==> src/rtl/xadc_da2_sched.sv <==
// Sequencer between the XADC DRP port and the PmodDA2 driver: reads each conversion
// into slot A or B, then launches rate-limited DAC transfers with a done/timeout handshake.
module xadc_da2_sched #(
  parameter logic [4:0] CH_A         = 5'h03,
  parameter logic [4:0] CH_B         = 5'h10,
  parameter int         UPDATE_DIV   = 20,
  parameter int         DONE_TIMEOUT = 64
) (
  input  logic        clk,
  input  logic        rst,
  input  logic        eoc,
  input  logic [4:0]  channel,
  output logic        drp_den,
  output logic [6:0]  drp_daddr,
  input  logic        drp_drdy,
  input  logic [15:0] drp_do,
  output logic        dac_start,
  input  logic        dac_done,
  output logic [11:0] dac_data1,
  output logic [11:0] dac_data2,
  output logic        overrun,
  output logic        dac_timeout
);

  localparam int CNT_W = $clog2(UPDATE_DIV);
  localparam int TMR_W = $clog2(DONE_TIMEOUT);

  typedef enum logic [1:0] {R_IDLE, R_READ, R_WAIT} r_state_t;
  typedef enum logic       {D_IDLE, D_BUSY}         d_state_t;

  r_state_t          r_state, r_next;
  d_state_t          d_state, d_next;
  logic [4:0]        ch_q;
  logic [11:0]       slot_a, slot_b;
  logic              fresh;
  logic [CNT_W-1:0]  cnt;
  logic [TMR_W-1:0]  tmr;
  logic              latch_ch, capture, drop, to_a, to_b;
  logic              tick, launch, give_up;

  // The XADC leaves the four LSBs of a DRP result as padding.
  logic unused_drp_lsbs;
  assign unused_drp_lsbs = ^drp_do[3:0];

  // NOTE: every signal written in always_comb gets a default first, so no path infers a latch.
  always_comb begin
    r_next   = r_state;
    latch_ch = 1'b0;
    capture  = 1'b0;
    drop     = 1'b0;
    case (r_state)
      R_IDLE: if (eoc) begin
        latch_ch = 1'b1;
        r_next   = R_READ;
      end
      R_READ: begin
        drop   = eoc;
        r_next = R_WAIT;
      end
      R_WAIT: if (drp_drdy) begin
        capture = 1'b1;
        if (eoc) begin
          latch_ch = 1'b1;
          r_next   = R_READ;
        end else begin
          r_next = R_IDLE;
        end
      end else begin
        drop = eoc;
      end
      default: r_next = R_IDLE;
    endcase
  end

  assign to_a      = capture && (ch_q == CH_A);
  assign to_b      = capture && (ch_q == CH_B);
  assign drp_den   = (r_state == R_READ);
  assign drp_daddr = drp_den ? {2'b00, ch_q} : '0;

  // NOTE: state registers use non-blocking assignments so every flop samples pre-edge values.
  always_ff @(posedge clk or negedge rst) begin
    if (!rst) begin
      r_state <= R_IDLE;
      ch_q    <= '0;
      slot_a  <= '0;
      slot_b  <= '0;
      overrun <= 1'b0;
    end else begin
      r_state <= r_next;
      if (latch_ch) ch_q   <= channel;
      if (to_a)     slot_a <= drp_do[15:4];
      if (to_b)     slot_b <= drp_do[15:4];
      if (drop)     overrun <= 1'b1;
    end
  end

  assign tick = (cnt == CNT_W'(UPDATE_DIV - 1));

  // tmr counts cycles since the dac_start cycle (0 there); done is honoured from 2 on.
  always_comb begin
    d_next  = d_state;
    launch  = 1'b0;
    give_up = 1'b0;
    case (d_state)
      D_IDLE: if (tick && fresh) begin
        launch = 1'b1;
        d_next = D_BUSY;
      end
      D_BUSY: if (dac_done && (tmr >= TMR_W'(2))) begin
        d_next = D_IDLE;
      end else if (tmr == TMR_W'(DONE_TIMEOUT - 1)) begin
        give_up = 1'b1;
        d_next  = D_IDLE;
      end
      default: d_next = D_IDLE;
    endcase
  end

  always_ff @(posedge clk or negedge rst) begin
    if (!rst) begin
      d_state     <= D_IDLE;
      cnt         <= '0;
      tmr         <= '0;
      fresh       <= 1'b0;
      dac_start   <= 1'b0;
      dac_data1   <= '0;
      dac_data2   <= '0;
      dac_timeout <= 1'b0;
    end else begin
      d_state   <= d_next;
      cnt       <= tick ? '0 : cnt + CNT_W'(1);
      dac_start <= launch;
      if (launch) begin
        dac_data1 <= slot_a;
        dac_data2 <= slot_b;
        tmr       <= '0;
      end else if (d_state == D_BUSY) begin
        tmr <= tmr + TMR_W'(1);
      end
      // A capture coinciding with a launch keeps fresh set for the next tick.
      if (to_a || to_b) fresh <= 1'b1;
      else if (launch)  fresh <= 1'b0;
      if (give_up) dac_timeout <= 1'b1;
    end
  end

endmodule
==> config.mk <==
export PLATFORM = sky130hd
export DESIGN_NAME = xadc_da2_sched
export DESIGN_NICKNAME = d
export VERILOG_FILES = /design/src/rtl/xadc_da2_sched.sv
export SDC_FILE = /design/constraint.sdc
export NUM_CORES = 1
export LEC_CHECK = 0
export CORE_ASPECT_RATIO = 0.8
export CORE_MARGIN = 2
export CORE_UTILIZATION = 40
export CTS_CLUSTER_DIAMETER = 80
export CTS_CLUSTER_SIZE = 25
export DETAILED_ROUTE_END_ITERATION = 7
export SETUP_SLACK_MARGIN = 0.3
export SLEW_MARGIN = 30
export SYNTH_ARGS = -nofsm -noshare
export SYNTH_HDL_FRONTEND = slang
export SYNTH_SLANG_ARGS = --single-unit
==> constraint.sdc <==
create_clock -name clk -period 3.37 [get_ports clk]
set_input_delay 0.8425 -clock clk [delete_from_list [all_inputs] [get_ports clk]]
set_output_delay 0.8425 -clock clk [all_outputs]
set_load 0.005 [all_outputs]
Word level (Yosys, flattened, before mapping)
Cells that the tools add are included.

word-level totals
  register bits = 71
  input bits = 26
  logic and storage cells = 59

cells by class
  $add $sub $neg = 2
  $lt $le $gt $ge = 1
  equal/unequal tests = 8
  mux-type cells = 25
  bitwise gates (word level) = 1
  reduce and logical (&&, ||, !) cells = 9

operators by type and width
  cell                                                  count
  two-way mux 1 bit                                     15
  two-way mux 6 bit                                     2
  equality test 5 bit (second input constant)           2
  two-way mux 5 bit                                     2
  adder 6 x 1 -> 6 bit (second input constant)          1
  equality test 6 bit (second input constant)           1
  >= comparator 6 x 2 -> 1 bit (second input constant)  1
  one-hot mux 1 bit (2 select lines)                    3
  one-hot mux 2 bit (3 select lines)                    1
  adder 5 x 1 -> 5 bit (second input constant)          1
  equality test 5 x 2 -> 1 bit (second input constant)  1
  logical AND 1 bit                                     4
  two-way mux 2 bit                                     2
  inequality test 2 bit (second input constant)         2
  nonzero test 2 bit                                    2
  equality test 2 x 1 -> 1 bit (second input constant)  1
  equality test 2 bit (second input constant)           1
  logical NOT 2 bit                                     1
  AND reduction 2 bit                                   1
  logical OR 1 bit                                      1
  NOT 1 bit                                             1

Longest topological paths before layout
  depth after elaboration = 6
  mapped depth = 6
  mapped depth without buffers = 5

Least setup slack after synthesis
No wires, ideal clock.

  path kind = input -> register
  start point = in drp_drdy
  end point = reg slot_a[10]
  library setup time = 0.125 ns
  arrival = 1.741 ns
  slack = 1.504 ns
  stages = 4
  buffers on the path = 1
  path through = and2_1 > nor4b_4 > buf_4 > mux2_2

between the ends
  cells in the longest elaborated chain, start to end = 3

RTL lines
  item                  RTL line  text
  from (decl)           15        input logic drp_drdy,
  two-way mux 1 bit     60        R_WAIT: if (drp_drdy) begin
  two-way mux 1 bit     51        case (r_state)
  logical AND 1 bit     75        assign to_a = capture && (ch_q == CH_A);
  to (signal assigned)  91        if (to_a) slot_a <= drp_do[15:4];
  to (decl)             34        logic [11:0] slot_a, slot_b;

No other way between the ends.
A chain may end at the register's enable or synchronous reset.

Final worst setup path
  start point = reg r_state[1]
  end point = out drp_daddr[0]

between the ends
  cells in the longest elaborated chain, start to end = 2

RTL lines
  item                          RTL line  text
  from (decl)                   31        r_state_t r_state, r_next;
  from (signal assigned)        89        r_state <= r_next;
  equality test 2 x 1 -> 1 bit  77        assign drp_den = (r_state == R_READ);
  two-way mux 5 bit             78        assign drp_daddr = drp_den ? {2'b00, ch_q} : '0;
  to (decl)                     14        output logic [6:0] drp_daddr,

No other way between the ends.

==> reports/metrics.cfg <==
[outcome]
status = finished, final reports clean

[routing]
drt_iter0_drc = 72
routed.top_layer = met4
drcViolationCount = 0
vias = 1758
drtAntennaViolNets = 0
wl_met1_um = 2630
drt_wl_total_um = 5310
drt_pass1_iterations = 4
wl_met3_um = 273
viasPerCell = 4.66
wl_met2_um = 2380
wire_per_inst_um = 14.1

[pwr]
leakage_uw = 0.00186
power_density_mw_per_mm2 = 634
vdd_drop_max_mv = 0.313

[critical_path]
crit_chain = inv_1, ha_1, and2_1, clkdlybuf4s50_1
critPathLaunchType = flip-flop
path_max_fanout = 7
crit_type = reg -> out
crit_required_ns = 2.53
rrSetupSlack_ns = 1.45
worst_path_dominant_cell_family = buffers and inverters
cp_data_arrival_time_ns = 1.80
end_kind = output port
critPathBufInv = 2
r2r_cells = 6
critPathMaxStageDelay_ns = 0.49
critPathSlowestCell = clkdlybuf4s50_1
rr_startpoint = r_state[0]
startpoint = r_state[1]
r2r-end = slot_a[9]

[synthesis]
seq_area_frac_synth = 0.580
synth_edf_count = 0
ys_types = 36
ys_warn_count = 0
synth.avg_cell_area_um2 = 14.9
ys_seq_elements = 71
synth_ff_type = dfrtp_1
yosysTopAreaCell = dfrtp_1
synthCells = 205
synth_area_leaders = dfrtp_1 58%, mux2_2 14%, mux2_4 8.3%
synth_area_mm2 = 0.00306
synth_top_area_share = 0.580
synthArstFlopShare = 1.00

[sta]
max_freq_ghz = 0.378
fin_crit_ns = 2.64
finalSetupViolations = 0
finalSetupTns_ns = 0
worst_pin_slew_ns = 0.631
hold_viol_final = 0
period_share = 0.785
clock_skew_ns = 0.00667
slew_headroom = 0.580
rsz0062_at_grt = no
drv_slew = 0

[placement]
hpwl_um = 3410
gp_congestion = 0.809
placed_cells = 361
portBuffers = 54

[clock_tree]
numCtsBuffers = 9
postCtsSetupBuffers = 0
clk_latency_ns = 0.34
cts_root_buf = clkbuf_8
cts_hold_buf = 0
cts_resized = 0
cts_tree = done
htreeDepth = 3
cts_num_sinks = 71
cts.clk_slew.worst_paths_ns = 0.07
cts_buffer_depth = 2

[floorplan]
start_util = 0.413
ios = 61
coreArea_mm2 = 0.00743
fp.dieH_um = 82.3
rows = 28
die_x_um = 102
design.die.area_mm2 = 0.00838

[layout]
syn_to_final_growth_pct = 27.0
diodes = 0
drive_above_1_share = 0.287
fillCellCount = 667
multi_input_area_mm2 = 0.00121
seq_area_mm2 = 0.00178
final_nets = 301
finalNonFillerCells = 377

[grt]
grt-ovfl-total = 0
grt_max_degree = 72
grt_util_all_layers = 0.138
antenna_found_initial = 0
grt_pass1_wl_um = 8710
grt_pass1_vias = 1724

[run]
drv_cap = 0

[hold_path]
min_path_type = reg -> reg
holdPathEnd = cnt[0]
hold_path_depth = 1
hold_path.startpoint = cnt[0]

state kept, by name, indices dropped and copies added (netlist names):
name and count:
dac_timeout 1, cnt 5, tmr 6, dac_data1 12
dac_start 1, slot_a 12, r_state 2, fresh 1
overrun 1, d_state 1, dac_data2 12, slot_b 12
ch_q 5
per-layer routing:
metal	up-vias	global-route usage
met5	-	0
met4	0	0.0360
met3	2	0.0606
met2	42	0.202
met1	860	0.188
li1	854	-
worst max-delay path by stage:
stage	depth (start not counted)	end	slack, ns
3_3_place_gp	5	slot_a[10]	0.85
2_1_floorplan	4	slot_a[10]	1.50
3_5_place_dp	5	slot_a[10]	0.84
5_1_grt	4	drp_daddr[0]	0.58
6_report	4	drp_daddr[0]	0.73
4_1_cts	4	drp_daddr[0]	0.70
metrics by stage:
| step | util | hold slack, ns | power, µW | worst slack, ns | cell area [µm²] |
|---|---|---|---|---|---|
| after global routing | 0.524 | 0.475 | 2630 | 0.583 | 3890 |
| after global placement | 0.498 | 0.447 | 1820 | 0.853 | 3700 |
| after floorplan | - | 0.433 | 1590 | 1.50 | 3070 |
| final | 0.524 | 0.457 | 2470 | 0.726 | 3890 |
| after CTS | 0.524 | 0.463 | 2510 | 0.695 | 3890 |
| after detailed placement | 0.498 | 0.455 | 1840 | 0.842 | 3700 |
cell usage after synthesis, types with 2 or more instances:
cell type,n
dfrtp_1,71
mux2_2,38
mux2_4,17
ha_1,8
inv_1,8
a22o_1,6
and2_1,6
nand3_1,6
buf_4,4
o21ai_0,4
nand2b_1,3
xnor2_1,3
a21oi_1,2
and3_1,2
and4bb_2,2
buf_6,2
mux2i_1,2
nand2_1,2
nor2_1,2
worst reg2reg max path, delay by kind of cell, from the launching register on:
family / cells / cell delay [ns]
AND/OR/NAND/NOR: 2 / 0.38
buffers and inverters: 2 / 0.40
flip-flops: 1 / 0.43
multiplexers: 1 / 0.36
adder cells (fa/ha/maj): 1 / 0.23
kinds of logic after synthesis:
logic type,Yosys count,synth area share
and+or+nand+nor,29,0.0682
muxes,57,0.229
AOI/OAI and AO/OA,21,0.0502
xor gates and xnor gates,4,0.0114
buffers and inverters,14,0.0270
adders and majority gates,8,0.0327
DFF,71,0.580
other,1,0.00122
cell type report:
type | count | area share
inverters | 8 | 0.00771
clock inverters | 6 | 0.0158
multi-input cells | 121 | 0.311
repair buffers | 56 | 0.143
clock buffers | 10 | 0.0328
well taps | 105 | 0.0338
flip-flops and latches | 71 | 0.456
power by group:
part | internal (µW) | leakage (µW) | switching [µW]
Clock | 339 | 0.0000960 | 318
Sequential | 1070 | 0.000947 | 165
Combinational | 385 | 0.000818 | 186
Total | 1800 | 0.00186 | 670
layout by cell type, fill, tap and decap left out, types with 3 or more instances in the layout:
cell and instances:
mux2_4 17, dfrtp_1 71, clkdlybuf4s50_1 53, nand2b_1 3
a22o_1 6, nand3_1 6, inv_1 8, and2_1 6
o21ai_0 4, ha_1 8, mux2_2 38, xnor2_1 3
clkbuf_8 9, clkinv_2 3
Note: power is estimated with default switching activity, not from simulation.
